`src/rtl/sdram_arb_pkg.sv`:
```
// Shared definitions for the SDRAM port arbiter: grant IDs, FSM state encoding
// and default parameter values.
package sdram_arb_pkg;

   localparam int unsigned DEF_ADDR_W       = 24;
   localparam int unsigned DEF_DATA_W       = 16;
   localparam int unsigned DEF_MAX_PEND     = 8;
   localparam int unsigned DEF_STARVE_LIMIT = 16;

   // Grant ID, also the payload of the response tag FIFO
   typedef logic grant_t;
   localparam grant_t GNT_VIDEO = 1'b0;
   localparam grant_t GNT_CPU   = 1'b1;

   typedef logic [0:0] fsm_state_t;
   localparam fsm_state_t ST_IDLE = 1'b0;
   localparam fsm_state_t ST_HOLD = 1'b1;

endpackage

```
`src/rtl/sdram_arb_tag_fifo.sv`:
```
// Response tag FIFO: records which port issued each outstanding read.
// DEPTH must be a power of two, at least 2.
module sdram_arb_tag_fifo
   import sdram_arb_pkg::*;
#(
   parameter int unsigned DEPTH = DEF_MAX_PEND
) (
   input  logic                   clk,
   input  logic                   reset,
   input  logic                   push,
   input  grant_t                 din,
   input  logic                   pop,
   output grant_t                 dout,
   output logic [$clog2(DEPTH):0] count,
   output logic                   full,
   output logic                   empty
);

   localparam int unsigned PTR_W = $clog2(DEPTH);
   localparam int unsigned CNT_W = PTR_W + 1;

   logic [DEPTH-1:0] mem;
   logic [PTR_W-1:0] wr_ptr;
   logic [PTR_W-1:0] rd_ptr;
   logic             do_push;
   logic             do_pop;

   assign full  = (count == CNT_W'(DEPTH));
   assign empty = (count == '0);
   assign dout  = mem[rd_ptr];

   // A pop frees the slot being written when full, so push+pop is legal there
   assign do_push = push & (~full | pop);
   assign do_pop  = pop & ~empty;

   always_ff @(posedge clk or posedge reset) begin
      if (reset) begin
         mem    <= '0;
         wr_ptr <= '0;
         rd_ptr <= '0;
         count  <= '0;
      end else begin
         if (do_push) begin
            mem[wr_ptr] <= din;
            wr_ptr      <= wr_ptr + PTR_W'(1);
         end
         if (do_pop)
            rd_ptr <= rd_ptr + PTR_W'(1);
         case ({do_push, do_pop})
            2'b10:   count <= count + CNT_W'(1);
            2'b01:   count <= count - CNT_W'(1);
            default: count <= count;
         endcase
      end
   end

endmodule

```
`src/rtl/sdram_port_arbiter.sv`:
```
// Two-port (video priority, CPU) Avalon-MM arbiter in front of one SDRAM slave.
// Optional CPU starvation guard enabled by defining ARB_STARVE_GUARD_EN.
module sdram_port_arbiter
   import sdram_arb_pkg::*;
#(
   parameter int unsigned ADDR_W       = DEF_ADDR_W,
   parameter int unsigned DATA_W       = DEF_DATA_W,
   parameter int unsigned MAX_PEND     = DEF_MAX_PEND,
   parameter int unsigned STARVE_LIMIT = DEF_STARVE_LIMIT
) (
   input  logic                clk,
   input  logic                reset,
   input  logic [ADDR_W-1:0]   v_address,
   input  logic                v_read,
   output logic                v_waitrequest,
   output logic                v_readdatavalid,
   input  logic [ADDR_W-1:0]   c_address,
   input  logic                c_read,
   input  logic                c_write,
   input  logic [DATA_W-1:0]   c_writedata,
   input  logic [DATA_W/8-1:0] c_byteenable,
   output logic                c_waitrequest,
   output logic                c_readdatavalid,
   output logic [DATA_W-1:0]   readdata,
   output logic [ADDR_W-1:0]   s_address,
   output logic                s_read,
   output logic                s_write,
   output logic [DATA_W-1:0]   s_writedata,
   output logic [DATA_W/8-1:0] s_byteenable,
   input  logic                s_waitrequest,
   input  logic [DATA_W-1:0]   s_readdata,
   input  logic                s_readdatavalid
);

   localparam int unsigned BE_W  = DATA_W / 8;
   localparam int unsigned CNT_W = $clog2(MAX_PEND) + 1;

   fsm_state_t        state;
   grant_t            h_grant;
   logic [ADDR_W-1:0] h_address;
   logic              h_read;
   logic              h_write;
   logic [DATA_W-1:0] h_writedata;
   logic [BE_W-1:0]   h_byteenable;

   grant_t            grant;
   logic [ADDR_W-1:0] cmd_address;
   logic              cmd_read;
   logic              cmd_write;
   logic [DATA_W-1:0] cmd_writedata;
   logic [BE_W-1:0]   cmd_byteenable;

   logic              fifo_full;
   logic              fifo_empty;
   grant_t            fifo_dout;
   logic [CNT_W-1:0]  unused_pend_count;

   logic v_elig;
   logic c_rd_elig;
   logic c_elig;
   logic starve_force;
   logic presenting;
   logic accept;
   logic push;
   logic pop;

   // Reads are only eligible while a tag slot is free; CPU writes never need one
   assign v_elig    = v_read & ~fifo_full;
   assign c_rd_elig = c_read & ~c_write & ~fifo_full;
   assign c_elig    = c_write | c_rd_elig;

`ifdef ARB_STARVE_GUARD_EN
   localparam int unsigned SC_W = $clog2(STARVE_LIMIT + 1);
   logic [SC_W-1:0] starve_cnt;

   always_ff @(posedge clk or posedge reset) begin
      if (reset)
         starve_cnt <= '0;
      else if (~(c_read | c_write) || (accept && grant == GNT_CPU))
         starve_cnt <= '0;
      else if (accept && grant == GNT_VIDEO && starve_cnt != SC_W'(STARVE_LIMIT))
         starve_cnt <= starve_cnt + SC_W'(1);
   end

   assign starve_force = (starve_cnt == SC_W'(STARVE_LIMIT)) & c_elig;
`else
   logic unused_starve_limit;
   assign unused_starve_limit = (STARVE_LIMIT == 0);
   assign starve_force        = 1'b0;
`endif

   always_comb begin
      grant = h_grant;
      if (state == ST_IDLE)
         grant = (v_elig & ~starve_force) ? GNT_VIDEO : GNT_CPU;
   end

   // In HOLD the slave sees the captured command, not the live port inputs
   always_comb begin
      cmd_address    = h_address;
      cmd_read       = h_read;
      cmd_write      = h_write;
      cmd_writedata  = h_writedata;
      cmd_byteenable = h_byteenable;
      if (state == ST_IDLE) begin
         cmd_writedata = c_writedata;
         if (grant == GNT_VIDEO) begin
            cmd_address    = v_address;
            cmd_read       = v_elig;
            cmd_write      = 1'b0;
            cmd_byteenable = '1;
         end else begin
            cmd_address    = c_address;
            cmd_read       = c_rd_elig;
            cmd_write      = c_write;
            cmd_byteenable = c_byteenable;
         end
      end
      if (reset) begin
         cmd_read  = 1'b0;
         cmd_write = 1'b0;
      end
   end

   assign presenting = cmd_read | cmd_write;
   assign accept     = presenting & ~s_waitrequest;
   assign push       = accept & cmd_read;
   assign pop        = s_readdatavalid & ~fifo_empty & ~reset;

   assign s_address    = cmd_address;
   assign s_read       = cmd_read;
   assign s_write      = cmd_write;
   assign s_writedata  = cmd_writedata;
   assign s_byteenable = cmd_byteenable;

   assign v_waitrequest = ~(presenting & (grant == GNT_VIDEO)) | s_waitrequest;
   assign c_waitrequest = ~(presenting & (grant == GNT_CPU)) | s_waitrequest;

   assign readdata        = s_readdata;
   assign v_readdatavalid = pop & (fifo_dout == GNT_VIDEO);
   assign c_readdatavalid = pop & (fifo_dout == GNT_CPU);

   always_ff @(posedge clk or posedge reset) begin
      if (reset) begin
         state        <= ST_IDLE;
         h_grant      <= GNT_VIDEO;
         h_address    <= '0;
         h_read       <= 1'b0;
         h_write      <= 1'b0;
         h_writedata  <= '0;
         h_byteenable <= '0;
      end else if (state == ST_IDLE) begin
         if (presenting & s_waitrequest) begin
            state        <= ST_HOLD;
            h_grant      <= grant;
            h_address    <= cmd_address;
            h_read       <= cmd_read;
            h_write      <= cmd_write;
            h_writedata  <= cmd_writedata;
            h_byteenable <= cmd_byteenable;
         end
      end else if (~s_waitrequest) begin
         state <= ST_IDLE;
      end
   end

   sdram_arb_tag_fifo #(
      .DEPTH (MAX_PEND)
   ) u_tag_fifo (
      .clk   (clk),
      .reset (reset),
      .push  (push),
      .din   (grant),
      .pop   (pop),
      .dout  (fifo_dout),
      .count (unused_pend_count),
      .full  (fifo_full),
      .empty (fifo_empty)
   );

endmodule

```
`config.mk`:
```
export PLATFORM = sky130hd
export DESIGN_NAME = sdram_port_arbiter
export DESIGN_NICKNAME = d
export VERILOG_FILES = /design/src/rtl/sdram_arb_pkg.sv /design/src/rtl/sdram_arb_tag_fifo.sv /design/src/rtl/sdram_port_arbiter.sv
export SDC_FILE = /design/constraint.sdc
export NUM_CORES = 1
export LEC_CHECK = 0
export ABC_AREA = 1
export BUFFER_PORTS_ARGS = -buffer_cell sky130_fd_sc_hd__buf_4
export CORE_ASPECT_RATIO = 0.7
export CORE_MARGIN = 5
export CORE_UTILIZATION = 45
export DETAILED_ROUTE_END_ITERATION = 7
export HOLD_SLACK_MARGIN = 0.02
export PLACE_DENSITY = 0.86
export SLEW_MARGIN = 5
export SYNTH_ARGS = -nofsm -noshare
export SYNTH_HDL_FRONTEND = slang
export SYNTH_HIERARCHICAL = 1
export SYNTH_SLANG_ARGS = --single-unit
```
`constraint.sdc`:
```
create_clock -name clk -period 2.53 [get_ports clk]
set_input_delay 0.1265 -clock clk [delete_from_list [all_inputs] [get_ports clk]]
set_output_delay 0.1265 -clock clk [all_outputs]
set_load 0.01 [all_outputs]
```
# ---- Yosys cells after proc, flatten, opt, wreduce, memory -nomap -nowiden
# Index checks and enable logic that the tools add are counted.
dict set report totals {
  ff_bits 64
  word_cells 75
}
dict set report op_classes {
  mux 22
  n_bitwise 28
  magnitude_cmp 3
  n_addsub 4
  reduce_logical 4
  n_eq_ne 3
}
# cell count
set ops {}
lappend ops {{two-way mux 24 bit} 2}
lappend ops {{two-way mux 16 bit} 1}
lappend ops {{AND 1 bit} 14}
lappend ops {{two-way mux 1 bit} 13}
lappend ops {{inverter 1 bit} 10}
lappend ops {{bitwise mux 8 bit} 1}
lappend ops {{< comparator 3 x 4 -> 1 bit (second input constant)} 2}
lappend ops {{case mux 4 bit (2 select lines)} 1}
lappend ops {{adder 3 x 1 -> 3 bit (second input constant)} 2}
lappend ops {{adder 4 x 1 -> 4 bit (second input constant)} 1}
lappend ops {{equality test 4 bit (second input constant)} 1}
lappend ops {{zero test 4 bit} 1}
lappend ops {{two-way mux 2 bit} 2}
lappend ops {{bitwise OR 1 bit} 4}
lappend ops {{subtractor 4 x 1 -> 4 bit (second input constant)} 1}
lappend ops {{binary-select mux 1 bit (select 3 bit)} 1}
lappend ops {{demux 1 bit (select 3 bit)} 1}
lappend ops {{greater-or-equal comparator 3 x 1 -> 1 bit (second input constant)} 1}
lappend ops {{equality test 2 x 1 -> 1 bit (second input constant)} 1}
lappend ops {{equality test 2 bit (second input constant)} 1}
lappend ops {{AND reduction 2 bit} 1}
lappend ops {{nonzero test 2 bit} 1}
lappend ops {{logical AND 1 bit} 1}

# ---- Longest topological paths before layout
dict set report depth {
  ltp_word 14
  mapped_depth 17
}

# ---- Modules after synthesis
# Netlist, hierarchy kept.
# module instances area_each_um2 cells_per_inst
set by_module_without_submodules {}
lappend by_module_without_submodules {sdram_port_arbiter 1 2966.6 427}
lappend by_module_without_submodules {sdram_arb_tag_fifo 1 1166.1 157}

# ---- Worst setup path before layout
# No wires, ideal clock.
dict set report synth_path {
  path_kind {input to register}
  from {input reset}
  to {register u_tag_fifo.count[3]}
  required_time_ns 2.413
  setup_ns 0.117
  arrival_ns 2.837
  n_path_buf 1
  path_stages 12
  slack_ns -0.425
  cell_sequence {inv_1 -> nand3_2 -> nor2_1 -> buf_2 -> nand2_4 -> ha_1 -> ha_1 -> or2_2 -> nand2_1 -> nand2_1 -> nand3_1 -> nand2_1}
}
dict set report synth_between {
  elab_chain_len 7
  elab_cells_between_ends 14
}
# element line
set synth_lines {}
lappend synth_lines {{from (decl)} sdram_port_arbiter.sv:12} ;# input logic reset,
lappend synth_lines {{two-way mux 1 bit} sdram_port_arbiter.sv:119} ;# if (reset) begin
lappend synth_lines {{bitwise OR 1 bit} sdram_port_arbiter.sv:125} ;# assign presenting = cmd_read | cmd_write;
lappend synth_lines {{AND 1 bit} sdram_port_arbiter.sv:126} ;# assign accept = presenting & ~s_waitrequest;
lappend synth_lines {{AND 1 bit (*)} sdram_port_arbiter.sv:127} ;# assign push = accept & cmd_read;
lappend synth_lines {{via push} sdram_port_arbiter.sv:64} ;# logic push;
lappend synth_lines {{AND 1 bit (*)} sdram_arb_tag_fifo.sv:33} ;# assign do_push = push & (~full | pop);
lappend synth_lines {{equality test 2 x 1 -> 1 bit / equality test 2 bit (equally long branches)} sdram_arb_tag_fifo.sv:49} ;# case ({do_push, do_pop})
lappend synth_lines {{case mux 4 bit (2 select lines) / nonzero test 2 bit (equally long branches)} -}
lappend synth_lines {{to (signal assigned)} sdram_arb_tag_fifo.sv:50} ;# 2'b10: count <= count + CNT_W'(1);
lappend synth_lines {{to (signal assigned)} sdram_arb_tag_fifo.sv:51} ;# 2'b01: count <= count - CNT_W'(1);
lappend synth_lines {{to (signal assigned)} sdram_arb_tag_fifo.sv:52} ;# default: count <= count;
lappend synth_lines {{to (decl)} sdram_arb_tag_fifo.sv:14} ;# output logic [$clog2(DEPTH):0] count,
# The timed path passes the listed nets; every way through them passes the cells marked *.
# A chain may end at the register's enable or synchronous reset.

# ---- Final worst setup path
dict set report layout_path {
  from {register u_tag_fifo.count[3]}
  to {register u_tag_fifo.count[3]}
}
dict set report layout_between {
  elab_chain_len 14
  elab_cells_between_ends 28
}
# element line
set layout_lines {}
lappend layout_lines {{equality test 4 bit (*)} sdram_arb_tag_fifo.sv:28} ;# assign full = (count == CNT_W'(DEPTH));
lappend layout_lines {{via fifo_full} sdram_port_arbiter.sv:53} ;# logic fifo_full;
lappend layout_lines {{inverter 1 bit (*)} {sdram_port_arbiter.sv:68, sdram_port_arbiter.sv:69}}
lappend layout_lines {{AND 1 bit} sdram_port_arbiter.sv:68} ;# assign v_elig = v_read & ~fifo_full;
lappend layout_lines {{two-way mux 1 bit} sdram_port_arbiter.sv:95} ;# grant = (v_elig & ~starve_force) ? GNT_VIDEO : GNT_CPU;
lappend layout_lines {{two-way mux 1 bit} sdram_port_arbiter.sv:94} ;# if (state == ST_IDLE)
lappend layout_lines {{two-way mux 1 bit} sdram_port_arbiter.sv:107} ;# if (grant == GNT_VIDEO) begin
lappend layout_lines {{two-way mux 1 bit} sdram_port_arbiter.sv:105} ;# if (state == ST_IDLE) begin
lappend layout_lines {{two-way mux 1 bit} sdram_port_arbiter.sv:119}
lappend layout_lines {{bitwise OR 1 bit} sdram_port_arbiter.sv:125}
lappend layout_lines {{AND 1 bit} sdram_port_arbiter.sv:126}
lappend layout_lines {{AND 1 bit (*)} sdram_port_arbiter.sv:127}
lappend layout_lines {{via push} sdram_port_arbiter.sv:64}
lappend layout_lines {{AND 1 bit (*)} sdram_arb_tag_fifo.sv:33}
lappend layout_lines {{equality test 2 x 1 -> 1 bit / equality test 2 bit (equally long branches)} sdram_arb_tag_fifo.sv:49}
lappend layout_lines {{case mux 4 bit (2 select lines) / nonzero test 2 bit (equally long branches)} -}
# Marks and branches as above.

==> summary.md <==
| Metric | Value |
|---|---|
| GR Overflow Total | `0` |
| DR pass1 iterations | `5` |
| DRC | `0` |
| # setup viols final | `0` |
| Setup WS pre-CTS | `-66.22 ps` |
| Dpl cell area | `0.004985 sq mm` |
| Max Clock Skew | `5.051 ps` |
| Power Dens Cells | `1135 mW/mm^2` |
| Final Core Density | `0.5954` |
| Core box area | `0.008999 sq mm` |
| Clock buffer count from CTS | `9` |
| R2R setup slack | `~65 ps` |
| # clock sinks | `64` |
| # fillers | `821` |
| # Max-Cap Violations | `0` |
| Fin area | `0.005358 sq mm` |
| Mapped Nets | `679` |
| CP cell instances | `inv_2 > nor4_4 > inv_1 > a21oi_2 > nand2_2 > nand3_4 > nor2_1 > nand2_4 > ha_4 > ha_1 > or2_2 > nand2_1 > nand2_1 > nand3_1 > nand2_1` |
| Async set-reset flop share out of synthesis | `1.000` |
| Clock-pin transition on the worst setup and hold timing paths | `50 ps` |
| First-pass GRT wire length | `18,200 um` |
| Worst-Margin Slew | `712.4 ps` |
| Period utilisation layout | `0.9742` |
| Post-Syn Area | `0.004133 sq mm` |
| Relative slew slack | `0.5246` |
| Routed Antenna Nets | `0` |
| Die X | `124.5 um` |
| LEAKAGE | `0.002901 uW` |
| Initial Util | `0.4593` |
| Root buffer cell | `clkbuf_16` |
| Worst-skew pair later-pin latency | `320 ps` |
| Initial antenna violation count | `0` |
| Kind of end point of the critical path | `register` |
| Slew Limit Fails | `0` |
| Vias in the first global route | `3,960` |
| Cell mode on critical path | `nand2_1` |
| Setup WS post-layout | `around 65 ps` |
| Reg2reg path depth | `15` |
| Post-Syn Instances | `584` |
| CP max stage cell | `dfrtp_1` |
| Peak VDD IR | `between 400 and 500 uV` |
| Setup TNS | `0 ps` |
| Die height | `90.18 um` |
| Largest net degree at the start of global routing | `a little under 50` |
| GRT Util Overall | `0.1919` |
| Status | `finished, final reports clean` |
| Dpl cells | `795` |
| Via-to-Cell Ratio | `roughly 5` |
| Yosys cell types | `32` |
| Critical setup path kind | `reg2reg` |
| Hold Path Depth | `5` |
| Vias | `4,048` |
| Final Instance Count excl. Fillers | `just over 800` |
| IO buf count | `120` |
| Detailed Place HPWL | `7557 um` |
| Starting DRT DRC Count | `206` |
| GP Congestion | `between 0.8 and 0.9` |
| Yosys warning count | `6` |
| Unrepaired setup endpoints after global routing | `true` |
| Post-synthesis sequential area ratio | `0.3875` |
| Diodes inserted | `0` |
| H-Tree Depth | `3` |
| CTS tree | `yes` |
| CP required | `2740 ps` |
| Fin. Hold Viols | `0` |
| Share of layout cells above drive strength 1 | `0.2888` |
| Final wirelength | `about 11,000 um` |
| Die ar. | `0.01123 sq mm` |
| CP arrival | `2680 ps` |
| # rows | `29` |
| EDFF count, synth | `0` |
| I/O pins | `roughly 150` |
| Area grow syn2layout | `29.64%` |
| Max incr delay on CP | `370 ps` |
| Minimum clock period | `2465 ps` |
| Max Fclk | `405.7 MHz` |
| WL/cell | `13.39 um` |
| Avg Inst Size Synth | `around 7.1 sq um` |
| Ys flop type | `dfrtp_1` |
| Worst setup SP type | `register` |
| Synth Register Bits | `64` |
| Worst hold path type | `in2reg` |
| Crit-path max FO | `4` |
| Final nets | `slightly below 800` |
| CTS Buffer Depth | `2` |
## cell families (layout without fill, tap and decap cells)
group | after synthesis | after routing | share of synthesized area
buffers and inverters | 79 | 184 | 0.1066
adder cells (fa/ha/maj) | 6 | 6 | 0.01998
flip-flops | 64 | 64 | 0.3875
AO/OA/AOI/OAI | 32 | 32 | 0.05389
XOR/XNOR | 5 | 5 | 0.01060
AND/OR/NAND/NOR | 398 | 398 | 0.4214
## Yosys cell counts, types with 2 or more instances
library cell	n	area, sq um
ha_1	5	62.56
nand2_4	4	45.04
nand3_2	3	30.03
o21ai_0	4	20.02
dfrtp_1	64	1602
nand4_1	9	56.30
buf_2	16	80.08
nand3_1	55	275.3
o21bai_1	24	180.2
nor3_1	3	15.01
nor2_1	91	341.6
o22ai_1	2	12.51
buf_4	16	120.1
or2_2	25	156.4
nand2_1	200	750.7
xnor2_1	4	35.03
buf_6	8	90.09
clkbuf_1	6	22.52
inv_1	27	101.4
nor2_4	2	22.52
inv_2	4	15.01
nand2_2	2	12.51
## placed cells by master, fill, tap and decap left out, types with 3 or more instances in the layout
master	count
clkbuf_16	9
ha_1	4
nor2_4	3
nor3_1	3
o21ai_0	3
or2_2	25
dfrtp_1	64
nand2_1	199
nand2_2	3
nand3_1	55
o21bai_1	24
inv_2	4
inv_1	26
nand4_1	9
xnor2_1	4
nand2_4	4
buf_4	136
nor2_1	91
## power breakdown
| part | internal, uW | switching (uW) | total (uW) |
|---|---|---|---|
| clock | 802 | 416 | 1220 |
| sequential | 1510 | 356 | 1870 |
| combinational | 1270 | 1720 | 2990 |
## stage by stage
stage	total power, uW	hold slack, ps
3_5_place_dp	4780	253.1
6_report	6079	145.7
5_1_grt	6592	182.2
3_3_place_gp	4660	253.1
2_1_floorplan	3806	65.07
4_1_cts	6068	137.8
## critical path: cells and delay by family, from the launching register on
kind	cells	cell delay [ps]
flops	1	370
simple gates	10	1230
compound gates	1	170
fa+ha+maj	2	410
buf+inv	2	180
## sequential cells by signal, indices dropped and copies added (netlist names)
name	count
h_writedata	16
u_tag_fifo/mem	8
u_tag_fifo/wr_ptr	3
state	1
h_read	1
h_address	24
u_tag_fifo/count	4
h_write	1
h_byteenable	2
u_tag_fifo/rd_ptr	3
h_grant	1
## repair_timing
| item | 4_1_cts | 5_1_grt |
|---|---|---|
| resized for setup | 4 | 5 |
| hold buffers | 1 | 0 |
| pin swaps | 0 | 4 |
| endpoints found under the hold margin | 18 | 0 |
| buffers inserted | 0 | 3 |
| endpoints found under the setup margin | 3 | 30 |
## layout make-up
| class | instances | area (sq um) | share of cell area |
|---|---|---|---|
| Clock buffer | 11 | 252.7 | 0.04717 |
| Sequential cell | 64 | 1602 | 0.2989 |
| Inverter | 32 | 126.4 | 0.02359 |
| Multi-Input combinational cell | 441 | 2137 | 0.3989 |
| Timing Repair Buffer | 138 | 1042 | 0.1945 |
| Tap cell | 124 | 155.1 | 0.02896 |
| Clock inverter | 3 | 42.54 | 0.007940 |
## layer usage
layer | track usage | wire length [um] | vias up
met2 | 0.3305 | 5464 | 130
met5 | 0 | 0 | -
met1 | 0.2360 | 4608 | 1871
met4 | 0.06113 | 209 | 0
met3 | 0.04917 | 608 | 25
li1 | - | - | 2022
## worst paths after layout
path                                       end           startpoint
max reg2reg                u_tag_fifo/count[3]  u_tag_fifo/count[3]
min                            h_writedata[11]      c_writedata[11]
min reg2reg                             h_read               h_read
max in group asynchronous  u_tag_fifo/count[3]                reset
min in group asynchronous    u_tag_fifo/mem[0]                reset
max                        u_tag_fifo/count[3]  u_tag_fifo/count[3]
Note: power is estimated with default switching activity, not from simulation.
